## src/rtl/read_queue.sv

```systemverilog
// Narrow-to-wide read queue: packs RATIO little-endian IN_WIDTH words into one OUT_WIDTH word.
// Optional partial-word flush is enabled by defining READ_QUEUE_FLUSH_EN.
module read_queue #(
  parameter int IN_WIDTH  = 32,
  parameter int OUT_WIDTH = 128,
  localparam int RATIO = OUT_WIDTH / IN_WIDTH,
  localparam int CW    = (RATIO > 1) ? $clog2(RATIO) : 1
) (
  input  logic                 clk,
  input  logic                 ap_rst_n,
  input  logic [IN_WIDTH-1:0]  din,
  input  logic                 vld_in,
  output logic                 rdy_upward,
  output logic [OUT_WIDTH-1:0] dout,
  output logic                 vld_out,
  input  logic                 rdy_downward,
  input  logic                 ap_start,
`ifdef READ_QUEUE_FLUSH_EN
  input  logic                 flush,
`endif
  output logic [CW-1:0]        dbg_cnt
);

  if (((OUT_WIDTH % IN_WIDTH) != 0) || (RATIO < 2)) begin : g_cfg_error
    $error("read_queue: OUT_WIDTH must be an integer multiple (>= 2) of IN_WIDTH");
  end

  localparam logic [CW-1:0] LAST = CW'(RATIO - 1);

  // Handshake: a transfer happens on a rising edge where valid and ready are
  // both high; ready never depends on valid from the same side.
  logic [CW-1:0]        cnt;
  logic [OUT_WIDTH-1:0] asm_q;
  logic [OUT_WIDTH-1:0] din_shifted;
  logic [OUT_WIDTH-1:0] asm_next;
  logic                 last;
  logic                 in_xfer;
  logic                 out_xfer;
  logic                 slot_free;
  logic                 complete;
  logic                 flush_fire;
  logic                 emit;

  assign last       = (cnt == LAST);
  assign rdy_upward = ap_rst_n && ap_start && !(last && vld_out && !rdy_downward);
  assign in_xfer    = vld_in && rdy_upward;
  assign out_xfer   = vld_out && rdy_downward;
  assign slot_free  = !vld_out || rdy_downward;
  assign complete   = in_xfer && last;
  assign dbg_cnt    = cnt;

  assign din_shifted = {{(OUT_WIDTH-IN_WIDTH){1'b0}}, din} << (int'(cnt) * IN_WIDTH);

  // The assembly register is cleared on every emit, so unfilled slots are
  // always zero and the top slot is empty when the final word arrives.
  always_comb begin
    asm_next = asm_q;
    if (in_xfer) asm_next = asm_q | din_shifted;
  end

`ifdef READ_QUEUE_FLUSH_EN
  assign flush_fire = flush && !complete && slot_free && ((cnt != '0) || in_xfer);
`else
  assign flush_fire = 1'b0;
`endif

  assign emit = complete || flush_fire;

  always_ff @(posedge clk or negedge ap_rst_n) begin
    if (!ap_rst_n) begin
      cnt     <= '0;
      asm_q   <= '0;
      dout    <= '0;
      vld_out <= 1'b0;
    end else if (emit) begin
      dout    <= asm_next;
      vld_out <= 1'b1;
      cnt     <= '0;
      asm_q   <= '0;
    end else begin
      if (in_xfer) begin
        asm_q <= asm_next;
        cnt   <= cnt + CW'(1);
      end
      if (out_xfer) vld_out <= 1'b0;
    end
  end

endmodule

```

## config.mk

```make
export PLATFORM = sky130hd
export DESIGN_NAME = read_queue
export DESIGN_NICKNAME = d
export VERILOG_FILES = /design/src/rtl/read_queue.sv
export SDC_FILE = /design/constraint.sdc
export NUM_CORES = 1
export LEC_CHECK = 0
export ABC_AREA = 1
export CAP_MARGIN = 25
export CORE_MARGIN = 2
export CORE_UTILIZATION = 57
export CTS_BUF_LIST = sky130_fd_sc_hd__clkbuf_8
export DETAILED_ROUTE_END_ITERATION = 8
export GPL_TIMING_DRIVEN = 0
export HOLD_SLACK_MARGIN = 0.12
export PLACE_DENSITY = 0.94
export SYNTH_ARGS = -nofsm -noshare
export SYNTH_HDL_FRONTEND = slang
export SYNTH_SLANG_ARGS = --single-unit
```

## constraint.sdc

```tcl
create_clock -name clk -period 1.7 [get_ports clk]
set_input_delay 0.34 -clock clk [delete_from_list [all_inputs] [get_ports clk]]
set_output_delay 0.34 -clock clk [all_outputs]
set_load 0.005 [all_outputs]
```

After elaboration in Yosys (flattened, before gate mapping) --
Cells that the tools add are included.
Storage, ports and cells: flip-flop bits (word level) 259, logic and storage cells 26, output and inout port bits 132, input port bits 37
Cells by class: bitwise operators 1, add/subtract/negate cells 1, shift-type cells 1, eq/ne operators 1, mux-type cells 7, reductions and logical operators 11
Operators with widths (count):
- 128-bit 2-to-1 mux | 3
- 128-bit OR | 1
- 32-bit by 7-bit << shifter with 128-bit output | 1
- 1-bit logical AND | 7
- 2-bit 2-to-1 mux | 2
- 2-bit nonzero test | 2
- 2-bit by 1-bit adder with 2-bit output, second input constant | 1
- 2-bit equality test, second input constant | 1
- 1-bit zero test | 2
- 1-bit 2-to-1 mux | 2

Logic depth before layout (Yosys ltp) --
depth after elaboration 9, mapped depth 10

Worst setup path before layout --
No wires, ideal clock.
path kind flip-flop to flip-flop, from register cnt[0], in the netlist dbg_cnt[0], to register dout[100], clock period less this slack 1.575 ns, buffers on the path 3, required time 1.576 ns, setup slack 0.125 ns, data arrival time 1.451 ns, cell stages (with the launch flop) 11, path through dfrtp_1 > ha_1 > buf_4 > nand2_1 > nor2_2 > nor2_4 > nand3_2 > buf_4 > buf_2 > nand2_1 > nand2_1
On the way: cells in the longest elaborated chain, start to end 7
Ends and longest elaborated chain:
- start, declared | RTL line 32 | logic [CW-1:0] cnt;
- start signal, assigned | RTL line 83 | cnt <= cnt + CW'(1);
- 2-bit equality test (*) | RTL line 44 | assign last = (cnt == LAST);
- 1-bit logical AND (*) (2 in a row) | RTL line 45 | assign rdy_upward = ap_rst_n && ap_start && !(last && vld_out && !rdy_downward);
- 1-bit zero test (*) | RTL line 45
- 1-bit logical AND (*) | RTL line 45
- net rdy_upward | RTL line 13 | output logic rdy_upward,
- 1-bit logical AND (*) | RTL line 46 | assign in_xfer = vld_in && rdy_upward;
- 128-bit 2-to-1 mux / 1-bit logical AND (equally long branches) | RTL line 58, 49
- end signal, assigned | RTL line 76 | dout <= asm_next;
- end, declared | RTL line 14 | output logic [OUT_WIDTH-1:0] dout,
Mark *: on every way through the listed nets, which the timed path passes. The rest lies on a longest branch. A chain may end at the register's enable or synchronous reset.

Final worst setup path --
from register cnt[0], in the netlist dbg_cnt[0], to register asm_q[67]
On the way: cells in the longest elaborated chain, start to end 9
Ends and longest elaborated chain:
- branches (longest 9 deep; another with 32-bit by 7-bit << shifter with 128-bit output)
- end signal, assigned | RTL line 82 | asm_q <= asm_next;
- end, declared | RTL line 33 | logic [OUT_WIDTH-1:0] asm_q;
Several ways; the timed one is not identified. The select of a mux whose other input is x is not followed.

==> results.sh <==
export IMPL_status="complete, but fails checks"
export IMPL_violations="negative hold slack, negative setup slack"
export IMPL_maxSlewHeadroom_pct=64.1
export IMPL_swShare_pct=39.5
export IMPL_synth_mux_area_share_pct=0
export IMPL_slew_viol_final=0
export IMPL_layout_setup_ws_ns=-0.234
export IMPL_die_y_um=148
export IMPL_synth_xor_area_share_pct=0
export IMPL_path_max_fanout=10
export IMPL_yosys_area_share_adder_pct=0.106
export IMPL_final_hold_viol_count=39
export IMPL_leakage_nw=8.24
export IMPL_grt_max_degree=51
export IMPL_antenna_left=0
export IMPL_ys_ff_latch=259
export IMPL_clockRootBuffer="clkbuf_8"
export IMPL_grt_overflow=0
export IMPL_endpoint_kind="flip-flop"
export IMPL_cp_top_family="buffers and inverters"
export IMPL_rows=52
export IMPL_drc=0
export IMPL_p_int_w=0.0165
export IMPL_synth_top_cell_by_area="dfrtp_1"
export IMPL_grt_pass1_vias=11000
export IMPL_wl_per_cell_um=23.7
export IMPL_first_iter_violations=1758
export IMPL_fin_hold_ws_ns=-0.0148
export IMPL_synth_top_area_share_pct=54.8
export IMPL_wl_um=45600
export IMPL_comb_power_share_pct=39.7
export IMPL_placed_cells=1774
export IMPL_core_area_um2=20300
export IMPL_crit_cells=10
export IMPL_synth_nets=1372
export IMPL_syn_area_per_cell_um2=8.86
export IMPL_yosysUniqueCellTypes=19
export IMPL_tns_ns=-26.27
export IMPL_cts_tree="built"
export IMPL_clock_skew_ns=0.0288
export IMPL_syn2layout_area_growth_pct=38.1
export IMPL_die_area_um2=21900
export IMPL_gp_congestion=0.938
export IMPL_ys_warn_count=0
export IMPL_layout_min_cycle_time_ns=1.93
export IMPL_synth_area_um2=11800
export IMPL_insertion_delay_ns=0.59
export IMPL_max_cap_viol_count=0
export IMPL_pwr_share_clk_pct=19.3
export IMPL_synth_simple_area_share_pct=19.0
export IMPL_crit_buf_inv=4
export IMPL_grt_pass1_wl_um=59500
export IMPL_die_w_um=148
export IMPL_synth_top_family_by_area="simple AND/OR/NAND/NOR gates"
export IMPL_synth_compound_area_share_pct=16.9
export IMPL_setup_violations=258
export IMPL_ios=169
export IMPL_fmax_ghz=0.517
export IMPL_clock_sinks=259
export IMPL_path_cells="ha_4 -> buf_4 -> nand3_4 -> nand2_4 -> nor2_4 -> buf_12 -> clkbuf_16 -> buf_8 -> nand2_1 -> a21oi_2"
export IMPL_fin_crit_sh_pct=114
export IMPL_htree_levels=2
export IMPL_slowest_delay_ns=0.42
export IMPL_drive_above_1_share_pct=22.2
export IMPL_path_class="flip-flop to flip-flop"
export IMPL_numCtsBuffers=41
export IMPL_stdcell_count=1922
export IMPL_antenna_found_initial=3
export IMPL_fill_cells=1064
export IMPL_via_per_inst=6.22
export IMPL_syn_inst=1334
export IMPL_first_pass_iters=7
export IMPL_hpwl_um=24600
export IMPL_critPathArrivalTime_ns=2.43
export IMPL_rsz0062_at_grt="yes"
export IMPL_io_buffers=168
export IMPL_ctsHoldBuffers=12
export IMPL_grt_usage_pct=34.9
export IMPL_cp_data_required_time_ns=2.19
export IMPL_total_power_w=0.0272
export IMPL_hp_class="input port to asynchronous set/reset pin"
export IMPL_ir_drop_uv=949
export IMPL_worstRegToRegCells=10
export IMPL_cts_buffer_depth=3
export IMPL_synthTopCellsByArea="dfrtp_1 55%, nand2_1 14%, o211ai_1 8.1%"
export IMPL_cts_clk_slew_worst_paths_ns=0.07
export IMPL_pre_cts_ws_ns=-1.49
export IMPL_seq_area_frac_synth_pct=54.8
export IMPL_tightestPinTransition_ns=0.538
export IMPL_cp_slowest_cell="dfrtp_1"
export IMPL_p_switching_w=0.0107
export IMPL_final_nets=1664
export IMPL_seq_power_share_pct=41.1
export IMPL_initial_utilization_pct=58.2
export IMPL_final_util_pct=80.4
export IMPL_start_kind="flip-flop"
export IMPL_vias=12000
export IMPL_powerDensity_nw_per_um2=1670
-- worst min-delay path, stage by stage --
cell and delay [ns]:
buf_16 0.08, buf_16 0.12, bufbuf_16 0.39
-- synth_stat cells (all sizes together) --
master and count:
a21oi 128, buf 68, clkbuf 24, dfrtp 259, ha 1, inv 135
nand2 455, nand3 2, nor2 131, o211ai 128, o21ai 3
-- power groups by stage --
stage / Sequential [W] / Clock (W) / Combinational [W]
after detailed placement: 0.0110 / 0 / 0.00981
after global routing: 0.0114 / 0.00546 / 0.0115
final: 0.0112 / 0.00525 / 0.0108
after global placement: 0.0109 / 0 / 0.00937
after CTS: 0.0109 / 0.00502 / 0.00965
after floorplan: 0.0108 / 0 / 0.00498
-- state kept, by name (all words and copies together) (netlist names) --
register and count:
asm_q 128, dout 128, dbg_cnt 2, vld_out 1
-- kinds of logic (layout without fill, tap and decap cells) --
logic type | Yosys count | in the layout
adder cells (fa/ha/maj) | 1 | 1
flip-flops | 259 | 259
other | 0 | 2
AO/OA/AOI/OAI | 259 | 259
buffers and inverters | 227 | 543
AND/OR/NAND/NOR | 588 | 588
-- final timing paths --
kind	slack [ns]	to	from
max in group asynchronous	0.77	asm_q[4]$_DFFE_PN0P_	ap_rst_n
worst min-delay path	-0.01	dout[13]$_DFFE_PN0P_	ap_rst_n
min in group clk	0.47	dout[118]$_DFFE_PN0P_	dout[118]$_DFFE_PN0P_
worst max register to register	-0.23	asm_q[67]$_DFFE_PN0P_	dbg_cnt[0]$_DFFE_PN0P_
worst max-delay path	-0.23	asm_q[67]$_DFFE_PN0P_	dbg_cnt[0]$_DFFE_PN0P_
worst min register to register	0.47	dout[118]$_DFFE_PN0P_	dout[118]$_DFFE_PN0P_
-- per-layer routing --
layer	vias to the layer above	GRT usage, %	share of wire (%)
met2	1122	56.5	44
met1	5662	46.0	33
met5	-	0	0.097
met3	351	6.14	13
li1	4825	-	-
met4	2	16.6	8.8
-- placed cells by master (no fill, tap or decap) --
| master | instances |
|---|---|
| nand2_2 | 22 |
| inv_1 | 146 |
| a21oi_2 | 115 |
| buf_2 | 10 |
| clkbuf_1 | 5 |
| dlygate4sd3_1 | 6 |
| clkdlybuf4s15_1 | 1 |
| ha_4 | 1 |
| inv_2 | 1 |
| dlygate4sd2_1 | 130 |
| nor2_1 | 127 |
| o211ai_1 | 128 |
| nand2_4 | 2 |
| nor2_4 | 3 |
| clkbuf_2 | 18 |
| buf_8 | 30 |
| clkinv_4 | 1 |
| clkbuf_8 | 49 |
| clkbuf_16 | 23 |
| nor2_2 | 1 |
| o21ai_0 | 3 |
| a21oi_1 | 13 |
| dfrtp_1 | 258 |
| diode_2 | 2 |
| buf_6 | 10 |
| buf_16 | 4 |
| buf_12 | 19 |
| clkdlybuf4s50_1 | 35 |
| nand2_1 | 431 |
| nand3_4 | 2 |
| dfrtp_2 | 1 |
| buf_4 | 42 |
| clkinvlp_4 | 1 |
| clkinv_2 | 4 |
| bufbuf_16 | 4 |
| clkbuf_4 | 4 |
-- final cells by class --
class                   instances  area (µm²)  area share (%)
clock buffers                  49         674            4.13
flip-flops and latches        259        6480            39.7
clock inverters                18        76.3           0.468
inverters                     135         512            3.14
multi-input cells             848        4400            27.0
well taps                     270         338            2.07
diodes                          2        5.00          0.0307
repair buffers                253        2860            17.5
plain buffers                  88         967            5.93
-- per-stage QoR --
stage | hold slack, ns | area (µm²)
after floorplan | 0.0444 | 11800
after global placement | 0.464 | 13800
after detailed placement | 0.347 | 13900
after CTS | -0.00666 | 15200
after global routing | -0.0136 | 16300
final | -0.0148 | 16300
-- repair_timing --
action	in CTS	in global routing
endpoints found under the hold margin	172	93
resized for setup	178	159
setup buffers	36	8
endpoints found under the setup margin	391	262
pin swaps	4	47
gates cloned	4	23
Power figures use the tool's default switching activity.
